==> config.mk <==
export PLATFORM = sky130hd
export DESIGN_NAME = bus_decoder3_flat
export DESIGN_NICKNAME = d
export VERILOG_FILES = /design/src/rtl/bus_decoder3_if.sv /design/src/rtl/bus_decoder3.sv /design/src/flat_wrapper.sv
export SDC_FILE = /design/constraint.sdc
export NUM_CORES = 1
export LEC_CHECK = 0
export BUFFER_PORTS_ARGS = -buffer_cell sky130_fd_sc_hd__buf_4
export CAP_MARGIN = 20
export CORE_ASPECT_RATIO = 2
export CORE_MARGIN = 2
export CORE_UTILIZATION = 40
export DETAILED_ROUTE_END_ITERATION = 8
export PLACE_DENSITY = 0.76
export SLEW_MARGIN = 20
export SYNTH_ARGS = -nofsm -noshare
export SYNTH_HDL_FRONTEND = slang
export SYNTH_SLANG_ARGS = --single-unit
==> constraint.sdc <==
create_clock -name clk -period 1.74 [get_ports clk]
set_input_delay 0.174 -clock clk [delete_from_list [all_inputs] [get_ports clk]]
set_output_delay 0.174 -clock clk [all_outputs]
set_load 0.01 [all_outputs]
==> src/rtl/bus_decoder3_if.sv <==
// simpleBUS bundle between one master, the decoder and three slaves.
// The slave modport is the decoder's view; master is the environment.
interface bus_decoder3_if;
  logic        m_req;
  logic        m_wr;
  logic [31:0] m_addr;
  logic [31:0] m_wdata;
  logic        m_ready;
  logic        m_err;
  logic [31:0] m_rdata;
  logic [2:0]  s_sel;
  logic        s_wr;
  logic [31:0] s_addr;
  logic [31:0] s_wdata;
  logic [31:0] s0_rdata;
  logic [31:0] s1_rdata;
  logic [31:0] s2_rdata;
  logic [2:0]  s_ready;

  modport slave (
    input  m_req,
    input  m_wr,
    input  m_addr,
    input  m_wdata,
    output m_ready,
    output m_err,
    output m_rdata,
    output s_sel,
    output s_wr,
    output s_addr,
    output s_wdata,
    input  s0_rdata,
    input  s1_rdata,
    input  s2_rdata,
    input  s_ready
  );

  modport master (
    output m_req,
    output m_wr,
    output m_addr,
    output m_wdata,
    input  m_ready,
    input  m_err,
    input  m_rdata,
    input  s_sel,
    input  s_wr,
    input  s_addr,
    input  s_wdata,
    output s0_rdata,
    output s1_rdata,
    output s2_rdata,
    output s_ready
  );
endinterface

==> src/rtl/bus_decoder3.sv <==
// simpleBUS slave-side router: one master to three slaves with
// request latching, per-access timeout and error completion.
module bus_decoder3 #(
  parameter int unsigned TIMEOUT = 16
) (
  input  logic           clk,
  input  logic           reset,
  bus_decoder3_if.slave  bus
);

  localparam int CW = $clog2(TIMEOUT + 1);
  localparam logic [CW-1:0] LAST = CW'(TIMEOUT - 1);

  typedef enum logic [1:0] {
    IDLE,
    ACCESS,
    RESP,
    ERR
  } state_t;

  state_t      state_q, state_d;
  logic [1:0]  idx_q, idx_d;
  logic [CW-1:0] cnt_q, cnt_d;
  logic [2:0]  sel_q, sel_d;
  logic        wr_q, wr_d;
  logic [31:0] addr_q, addr_d;
  logic [31:0] wdata_q, wdata_d;
  logic        rdy_q, rdy_d;
  logic        err_q, err_d;
  logic [31:0] rdata_q, rdata_d;

  logic        hit;
  logic [31:0] rsel;

  // Selected slave's ready and read data; other slaves are ignored.
  always_comb begin
    hit  = 1'b0;
    rsel = '0;
    unique case (1'b1)
      sel_q[0]: begin
        hit  = bus.s_ready[0];
        rsel = bus.s0_rdata;
      end
      sel_q[1]: begin
        hit  = bus.s_ready[1];
        rsel = bus.s1_rdata;
      end
      sel_q[2]: begin
        hit  = bus.s_ready[2];
        rsel = bus.s2_rdata;
      end
      default: begin
        hit  = 1'b0;
        rsel = '0;
      end
    endcase
  end

  // Next state and next registered outputs.
  always_comb begin
    state_d = state_q;
    idx_d   = idx_q;
    cnt_d   = cnt_q;
    sel_d   = sel_q;
    wr_d    = wr_q;
    addr_d  = addr_q;
    wdata_d = wdata_q;
    rdy_d   = 1'b0;
    err_d   = 1'b0;
    rdata_d = rdata_q;
    unique case (state_q)
      IDLE: begin
        if (bus.m_req) begin
          wr_d    = bus.m_wr;
          addr_d  = bus.m_addr;
          wdata_d = bus.m_wdata;
          idx_d   = bus.m_addr[9:8];
          cnt_d   = '0;
          if (bus.m_addr[9:8] == 2'b11) begin
            state_d = ERR;
            sel_d   = 3'b000;
            rdy_d   = 1'b1;
            err_d   = 1'b1;
            rdata_d = '0;
          end else begin
            state_d = ACCESS;
            sel_d   = 3'b001 << bus.m_addr[9:8];
          end
        end
      end
      ACCESS: begin
        if (hit) begin
          state_d = RESP;
          sel_d   = 3'b000;
          rdy_d   = 1'b1;
          rdata_d = wr_q ? 32'h0 : rsel;
        end else if (cnt_q == LAST) begin
          state_d = ERR;
          sel_d   = 3'b000;
          rdy_d   = 1'b1;
          err_d   = 1'b1;
          rdata_d = '0;
        end else begin
          cnt_d = cnt_q + 1'b1;
        end
      end
      RESP: begin
        state_d = IDLE;
      end
      ERR: begin
        state_d = IDLE;
      end
      default: begin
        state_d = IDLE;
      end
    endcase
  end

  // State and output registers with synchronous reset.
  always_ff @(posedge clk) begin
    if (reset) begin
      state_q <= IDLE;
      idx_q   <= '0;
      cnt_q   <= '0;
      sel_q   <= '0;
      wr_q    <= 1'b0;
      addr_q  <= '0;
      wdata_q <= '0;
      rdy_q   <= 1'b0;
      err_q   <= 1'b0;
      rdata_q <= '0;
    end else begin
      state_q <= state_d;
      idx_q   <= idx_d;
      cnt_q   <= cnt_d;
      sel_q   <= sel_d;
      wr_q    <= wr_d;
      addr_q  <= addr_d;
      wdata_q <= wdata_d;
      rdy_q   <= rdy_d;
      err_q   <= err_d;
      rdata_q <= rdata_d;
    end
  end

  assign bus.m_ready = rdy_q;
  assign bus.m_err   = err_q;
  assign bus.m_rdata = rdata_q;
  assign bus.s_sel   = sel_q;
  assign bus.s_wr    = wr_q;
  assign bus.s_addr  = addr_q;
  assign bus.s_wdata = wdata_q;

endmodule
==> src/flat_wrapper.sv <==
// flat-port wrapper written by rule: the top's interface ports become plain ports
module bus_decoder3_flat 
#(
  parameter int unsigned TIMEOUT = 16
)
  (clk, reset, bus_m_req, bus_m_wr, bus_m_addr, bus_m_wdata, bus_m_ready, bus_m_err, bus_m_rdata, bus_s_sel, bus_s_wr, bus_s_addr, bus_s_wdata, bus_s0_rdata, bus_s1_rdata, bus_s2_rdata, bus_s_ready);
  bus_decoder3_if bus_i ();
  input  logic clk;
  input  logic reset;
  input wire logic [$bits(bus_i.m_req)-1:0] bus_m_req;
  input wire logic [$bits(bus_i.m_wr)-1:0] bus_m_wr;
  input wire logic [$bits(bus_i.m_addr)-1:0] bus_m_addr;
  input wire logic [$bits(bus_i.m_wdata)-1:0] bus_m_wdata;
  output wire logic [$bits(bus_i.m_ready)-1:0] bus_m_ready;
  output wire logic [$bits(bus_i.m_err)-1:0] bus_m_err;
  output wire logic [$bits(bus_i.m_rdata)-1:0] bus_m_rdata;
  output wire logic [$bits(bus_i.s_sel)-1:0] bus_s_sel;
  output wire logic [$bits(bus_i.s_wr)-1:0] bus_s_wr;
  output wire logic [$bits(bus_i.s_addr)-1:0] bus_s_addr;
  output wire logic [$bits(bus_i.s_wdata)-1:0] bus_s_wdata;
  input wire logic [$bits(bus_i.s0_rdata)-1:0] bus_s0_rdata;
  input wire logic [$bits(bus_i.s1_rdata)-1:0] bus_s1_rdata;
  input wire logic [$bits(bus_i.s2_rdata)-1:0] bus_s2_rdata;
  input wire logic [$bits(bus_i.s_ready)-1:0] bus_s_ready;
  assign bus_i.m_req = bus_m_req;
  assign bus_i.m_wr = bus_m_wr;
  assign bus_i.m_addr = bus_m_addr;
  assign bus_i.m_wdata = bus_m_wdata;
  assign bus_m_ready = bus_i.m_ready;
  assign bus_m_err = bus_i.m_err;
  assign bus_m_rdata = bus_i.m_rdata;
  assign bus_s_sel = bus_i.s_sel;
  assign bus_s_wr = bus_i.s_wr;
  assign bus_s_addr = bus_i.s_addr;
  assign bus_s_wdata = bus_i.s_wdata;
  assign bus_i.s0_rdata = bus_s0_rdata;
  assign bus_i.s1_rdata = bus_s1_rdata;
  assign bus_i.s2_rdata = bus_s2_rdata;
  assign bus_i.s_ready = bus_s_ready;
  bus_decoder3 #(.TIMEOUT(TIMEOUT)) u_core (.clk(clk), .reset(reset), .bus(bus_i));
endmodule
==> results.sh, run 1 <==
export IMPL_status="complete, no violations"
export IMPL_netlist_area_mm2=0.00484
export IMPL_synth_async_reset_ratio_pct=0
export IMPL_syn_avg_cell_area_um2=9.47
export IMPL_fill_cells=1017
export IMPL_yosysSeqAreaShare_pct=45.1
export IMPL_grt_max_degree=41
export IMPL_dpl_hpwl_um=11600
export IMPL_critPathMaxFanout=4
export IMPL_synth_area_leaders="dfxtp_1, nand2_1, o32ai_2"
export IMPL_cap_violations=0
export IMPL_p_leak_nw=3.09
export IMPL_syn_num_nets=680
export IMPL_synth_xor_area_share_pct=0
export IMPL_drt_pass1_iterations=6
export IMPL_arrival_ps=1920
export IMPL_fin_hold_ws_ps=60.1
export IMPL_die_x_um=81.8
export IMPL_worst_pin_slew_ps=460
export IMPL_clock_latency_ps=350
export IMPL_antenna_cells=0
export IMPL_avgViaCountPerCell=5.36
export IMPL_layout_common_cells="buf_4, nand2_1, dfxtp_1"
export IMPL_period_needed_ps=1690
export IMPL_fin_skew_ps=11.1
export IMPL_antenna_found_initial=0
export IMPL_end_kind="flop"
export IMPL_finalCritPeriodShare_pct=97.1
export IMPL_initial_utilization_pct=41.1
export IMPL_finalSetupViolations=0
export IMPL_ant_nets=0
export IMPL_synth_edf_count=0
export IMPL_grt_overflow=0
export IMPL_finalNonFillerCells=909
export IMPL_htreeDepth=3
export IMPL_hp_class="in -> reg"
export IMPL_powerDensity_mw_per_mm2=791
export IMPL_core_area_mm2=0.0118
export IMPL_yosys_most_used_dff="dfxtp_1"
export IMPL_multiInputGateArea_mm2=0.00230
export IMPL_drv_slew=0
export IMPL_finalHoldViolCount=0
export IMPL_synth_top_family_by_area="compound AO/OA/AOI/OAI gates"
export IMPL_fin_nets=928
export IMPL_power_w=0.00571
export IMPL_synth_top_area_share_pct=45.1
export IMPL_irDropWorstVdd_uv=526
export IMPL_setup_tns_ps=0
export IMPL_cts_resized=8
export IMPL_synthMuxAreaShare_pct=0.310
export IMPL_drt_iter0_drc=321
export IMPL_ys_types=43
export IMPL_placed_cells=893
export IMPL_yosysWarningCount=0
export IMPL_drive_gt1_share_pct=47.8
export IMPL_die_y_um=160
export IMPL_postCtsSetupRepairBufs=0
export IMPL_final_common_cell="buf_4"
export IMPL_area_growth_pct=49.3
export IMPL_cts_buffers=9
export IMPL_drc=0
export IMPL_synth_fa_ha_area_share_pct=0.517
export IMPL_crit_required_ps=1970
export IMPL_rsz0062_at_grt="false"
export IMPL_cts_root_buffer="clkbuf_16"
export IMPL_critPathKind="reg -> reg"
export IMPL_seq_area_mm2=0.00219
export IMPL_place_gp_congestion=0.809
export IMPL_die_area_mm2=0.0130
export IMPL_port_buffers=268
export IMPL_yosys_area_top_type="dfxtp_1"
export IMPL_synth_compound_area_share_pct=26.1
export IMPL_ys_seq_elements=109
export IMPL_grt_pass1_wl_um=23300
export IMPL_synth_cells=511
export IMPL_rows=56
export IMPL_cts_hold_buf=0
export IMPL_vias=4869
export IMPL_io_pins=269
export IMPL_slew_headroom_pct=69.3
export IMPL_cts_num_sinks=109
export IMPL_grtUsageTotal_pct=22.6
export IMPL_max_clock_path_buffers=2
export IMPL_grt_pass1_vias=4846
export IMPL_cts_tree="yes"
export IMPL_cp_start_kind="flop"
export IMPL_wl_um=15300
export IMPL_path_clk_slew_ps=80
export IMPL_max_freq_ghz=0.592
export IMPL_yosys_area_share_simple_pct=19.3
export IMPL_avgRoutedWirePerCell_um=16.8
stage by stage:
stage / utilization (%) / area (um^2) / worst slack (ps)
6_report: 61.4 / 7220 / 50.3
3_3_place_gp: 58.6 / 6890 / -17.4
4_1_cts: 61.2 / 7210 / 25.7
2_1_floorplan: - / 4840 / 8.51
3_5_place_dp: 58.6 / 6890 / -106
5_1_grt: 61.4 / 7220 / 19.9
critical path, stage by stage, from the launching register on:
cell and delay [ps]:
dfxtp_2 360, ha_4 130, and3_4 190, ha_4 150, inv_2 60, and4_2 180, or4_1 500
cell usage after synthesis (3+ instances only):
library cell,number
buf_1,5
clkbuf_8,9
buf_8,3
nand3b_1,3
o32ai_1,5
and3_1,4
o32ai_2,27
nand2b_1,18
dfxtp_1,109
nor2_1,3
nor3_1,3
buf_2,7
a211o_1,3
nand2_1,130
clkbuf_1,19
nand3_1,3
a21oi_1,68
buf_6,6
or2b_2,15
a222oi_1,33
o21a_1,3
inv_1,6
kinds of logic after synthesis:
kind of cell | count (synthesis)
flip-flops | 109
AO/OA/AOI/OAI | 147
adder cells (fa/ha/maj) | 2
multiplexers | 1
buffers and inverters | 59
AND/OR/NAND/NOR | 193
flip-flops by register name (all words and copies together) (netlist names):
name and flops:
u_core.bus.s_wdata 32, u_core.bus.m_rdata 32, u_core.bus.s_wr 1, u_core.bus.s_addr 32, u_core.bus.s_sel 3, u_core.state_q 2
u_core.cnt_q 5, u_core.bus.m_ready 1, u_core.bus.m_err 1
worst paths after layout:
kind                                               end  slack (ps)  cells after the start              startpoint
worst min register to register  u_core.bus.s_wdata[29]         450                      2  u_core.bus.s_wdata[29]
worst min-delay path             u_core.bus.s_addr[14]          60                      3          bus_m_addr[14]
worst max register to register         u_core.cnt_q[3]          50                      6         u_core.cnt_q[1]
worst max-delay path                   u_core.cnt_q[3]          50                      6         u_core.cnt_q[1]
power by group:
| part | total (W) | switching [W] | leakage [nW] | internal [W] |
|---|---|---|---|---|
| combinational | 0.00105 | 0.000494 | 2.07 | 0.000560 |
| sequential | 0.00268 | 0.0000690 | 0.890 | 0.00261 |
| clock | 0.00198 | 0.000987 | 0.135 | 0.000995 |
| total | 0.00571 | 0.00155 | 3.09 | 0.00416 |
per-layer routing:
| metal | wire length (um) | GRT usage [%] | up-vias | part of all wire (%) |
|---|---|---|---|---|
| met1 | 5270 | 23.8 | 2285 | 34 |
| li1 | - | - | 2336 | - |
| met2 | 8430 | 41.2 | 213 | 55 |
| met3 | 1140 | 5.05 | 35 | 7.4 |
| met4 | 469 | 9.55 | 0 | 3.1 |
| met5 | 0 | 0 | - | 0 |
final cells by class:
| cell class | instances | share of cell area [%] |
|---|---|---|
| Sequential cell | 109 | 30.3 |
| Timing Repair Buffer | 290 | 31.2 |
| Inverter | 6 | 0.312 |
| Tap cell | 145 | 2.51 |
| Clock inverter | 7 | 0.797 |
| Multi-Input combinational cell | 343 | 31.8 |
| Clock buffer | 9 | 3.12 |
No activity file was read; power rests on OpenSTA's default activity.
==> run 2: changes to the inputs <==
--- a/config.mk
+++ b/config.mk
@@ -11,7 +11,7 @@
 export CORE_MARGIN = 2
 export CORE_UTILIZATION = 40
 export DETAILED_ROUTE_END_ITERATION = 8
-export PLACE_DENSITY = 0.76
+export PLACE_DENSITY = 0.83
 export SLEW_MARGIN = 20
 export SYNTH_ARGS = -nofsm -noshare
 export SYNTH_HDL_FRONTEND = slang
==> run 2 against run 1 <==
  * The flow now finishes with violations (negative setup slack)
  * Sequential power about the same
  * Register-to-register slack worse by 120 ps
  * Combinational power hardly changed
  * Design area is 2.4% higher
==> results.sh, run 2 (synthesis results as in run 1) <==
export IMPL_die_x_um=81.8
export IMPL_die_y_um=160
export IMPL_p_sw_w=0.00152
export IMPL_violations="negative setup slack"
export IMPL_critPathKind="reg -> reg"
export IMPL_antenna_found_initial=0
export IMPL_rsz0062_at_grt="true"
export IMPL_max_clock_path_buffers=2
export IMPL_seq_area_mm2=0.00218
export IMPL_finalCritPeriodShare_pct=104
export IMPL_drc=0
export IMPL_rows=56
export IMPL_multiInputGateArea_mm2=0.00233
export IMPL_power_w=0.00570
export IMPL_use_met1_pct=21.2
export IMPL_grt_max_degree=57
export IMPL_cap_violations=0
export IMPL_dpl_hpwl_um=11600
export IMPL_setup_slack_ps=-66.6
export IMPL_avgRoutedWirePerCell_um=17.6
export IMPL_hp_class="in -> reg"
export IMPL_top_usage_layer="met2"
export IMPL_final_common_cell="buf_4"
export IMPL_use_met3_pct=5.33
export IMPL_cp_start_kind="flop"
export IMPL_cts_tree="yes"
export IMPL_p_seq_share_pct=47.1
export IMPL_cts_num_sinks=109
export IMPL_period_needed_ps=1810
export IMPL_met2_usage_pct=42.2
export IMPL_wl_um=16100
export IMPL_slew_headroom_pct=64.5
export IMPL_grtUsageTotal_pct=22.3
export IMPL_drv_slew=0
export IMPL_place_gp_congestion=0.770
export IMPL_critPathMaxFanout=6
export IMPL_finalSetupViolations=33
export IMPL_max_freq_ghz=0.554
export IMPL_initial_utilization_pct=41.1
export IMPL_layout_common_cells="buf_4, nand2_1, dfxtp_1"
export IMPL_ant_nets=0
export IMPL_grt_pass1_wl_um=23000
export IMPL_drt_pass1_iterations=7
export IMPL_finalHoldViolCount=0
export IMPL_dpl_worst_slack_ps=-86.2
export IMPL_cts_buffers=9
export IMPL_swShare_pct=26.7
export IMPL_crit_required_ps=1980
export IMPL_io_pins=269
export IMPL_area_growth_pct=52.9
export IMPL_fin_nets=938
export IMPL_status="finished, violations left"
export IMPL_path_clk_slew_ps=70
export IMPL_avgViaCountPerCell=5.48
export IMPL_end_kind="flop"
export IMPL_clock_latency_ps=340
export IMPL_p_int_w=0.00417
export IMPL_irDropWorstVdd_uv=599
export IMPL_fin_skew_ps=5.13
export IMPL_p_leak_nw=3.19
export IMPL_clkPwrFrac_pct=34.1
export IMPL_core_area_mm2=0.0118
export IMPL_arrival_ps=2050
export IMPL_htreeDepth=3
export IMPL_drive_gt1_share_pct=48.4
export IMPL_powerDensity_mw_per_mm2=770
export IMPL_grt_overflow=0
export IMPL_port_buffers=268
export IMPL_antenna_cells=0
export IMPL_grt_pass1_vias=4953
export IMPL_power_frac_comb_pct=18.9
export IMPL_fill_cells=982
export IMPL_vias=5035
export IMPL_cts_root_buffer="clkbuf_16"
export IMPL_drt_iter0_drc=334
export IMPL_die_area_mm2=0.0130
export IMPL_cts_hold_buf=0
export IMPL_worst_pin_slew_ps=533
## run 2: cell types whose count changed in the layout (fill, tap and decap cells not counted), sizes merged
| cell | previous run | this run |
|---|---|---|
| clkinv | 1 | 3 |
| inv | 10 | 9 |
| clkinvlp | 2 | 1 |
| clkbuf | 9 | 12 |
| buf | 290 | 297 |
## run 2: through the flow
stage	util, %	hold WS, ps	cells	TNS, ps	area [um^2]
4_1_cts	61.2	56.3	910	-0.417	7200
2_1_floorplan	-	291	511	0	4840
6_report	62.8	71.0	919	-1030	7400
3_3_place_gp	58.3	413	892	-4.50	6860
3_5_place_dp	58.3	425	892	-389	6860
5_1_grt	62.8	60.5	919	-2600	7400
## run 2: timing repair
item | CTS | global route
gates resized for setup | 10 | 9
pin swaps | 3 | 28
setup endpoints to repair | 17 | 4
cloned | 0 | 4
setup buffers | 2 | 5
## run 2: per-layer routing
| layer | share of wire [%] | up-vias |
|---|---|---|
| li1 | - | 2361 |
| met1 | 33 | 2386 |
| met2 | 56 | 245 |
| met3 | 6.9 | 43 |
| met4 | 3.7 | 0 |
| met5 | 0 | - |
## run 2: worst paths after layout
path / startpoint / end / slack (ps) / depth (start not counted)
hold reg to reg: u_core.bus.s_wdata[4] / u_core.bus.s_wdata[4] / 460 / 2
setup / recovery: u_core.cnt_q[1] / u_core.bus.m_rdata[1] / -70 / 9
setup reg to reg: u_core.cnt_q[1] / u_core.bus.m_rdata[1] / -70 / 9
hold / removal: reset / u_core.state_q[0] / 70 / 2
## run 2: layout make-up
type | instances | area share, %
clock inverter | 7 | 0.761
multi-input combinational | 343 | 31.5
sequential | 109 | 29.5
timing repair buffer | 300 | 32.4
tap | 145 | 2.45
clock buffer | 9 | 3.04
inverter | 6 | 0.355
## run 2: worst max-delay path: stages (launching register included)
cell and delay, ps:
dfxtp_2 340, ha_4 160, and3_4 180, ha_4 170, clkinvlp_4 90, buf_6 100
a21oi_4 50, buf_12 150, clkbuf_16 150, o32ai_1 300
## run 2: power by group through the flow
stage / clock (W) / combinational (W) / sequential [W]
3_3_place_gp: 0 / 0.00100 / 0.00273
5_1_grt: 0.00212 / 0.00115 / 0.00269
6_report: 0.00194 / 0.00107 / 0.00268
4_1_cts: 0.00200 / 0.00105 / 0.00268
2_1_floorplan: 0 / 0.000430 / 0.00278
3_5_place_dp: 0 / 0.00104 / 0.00274
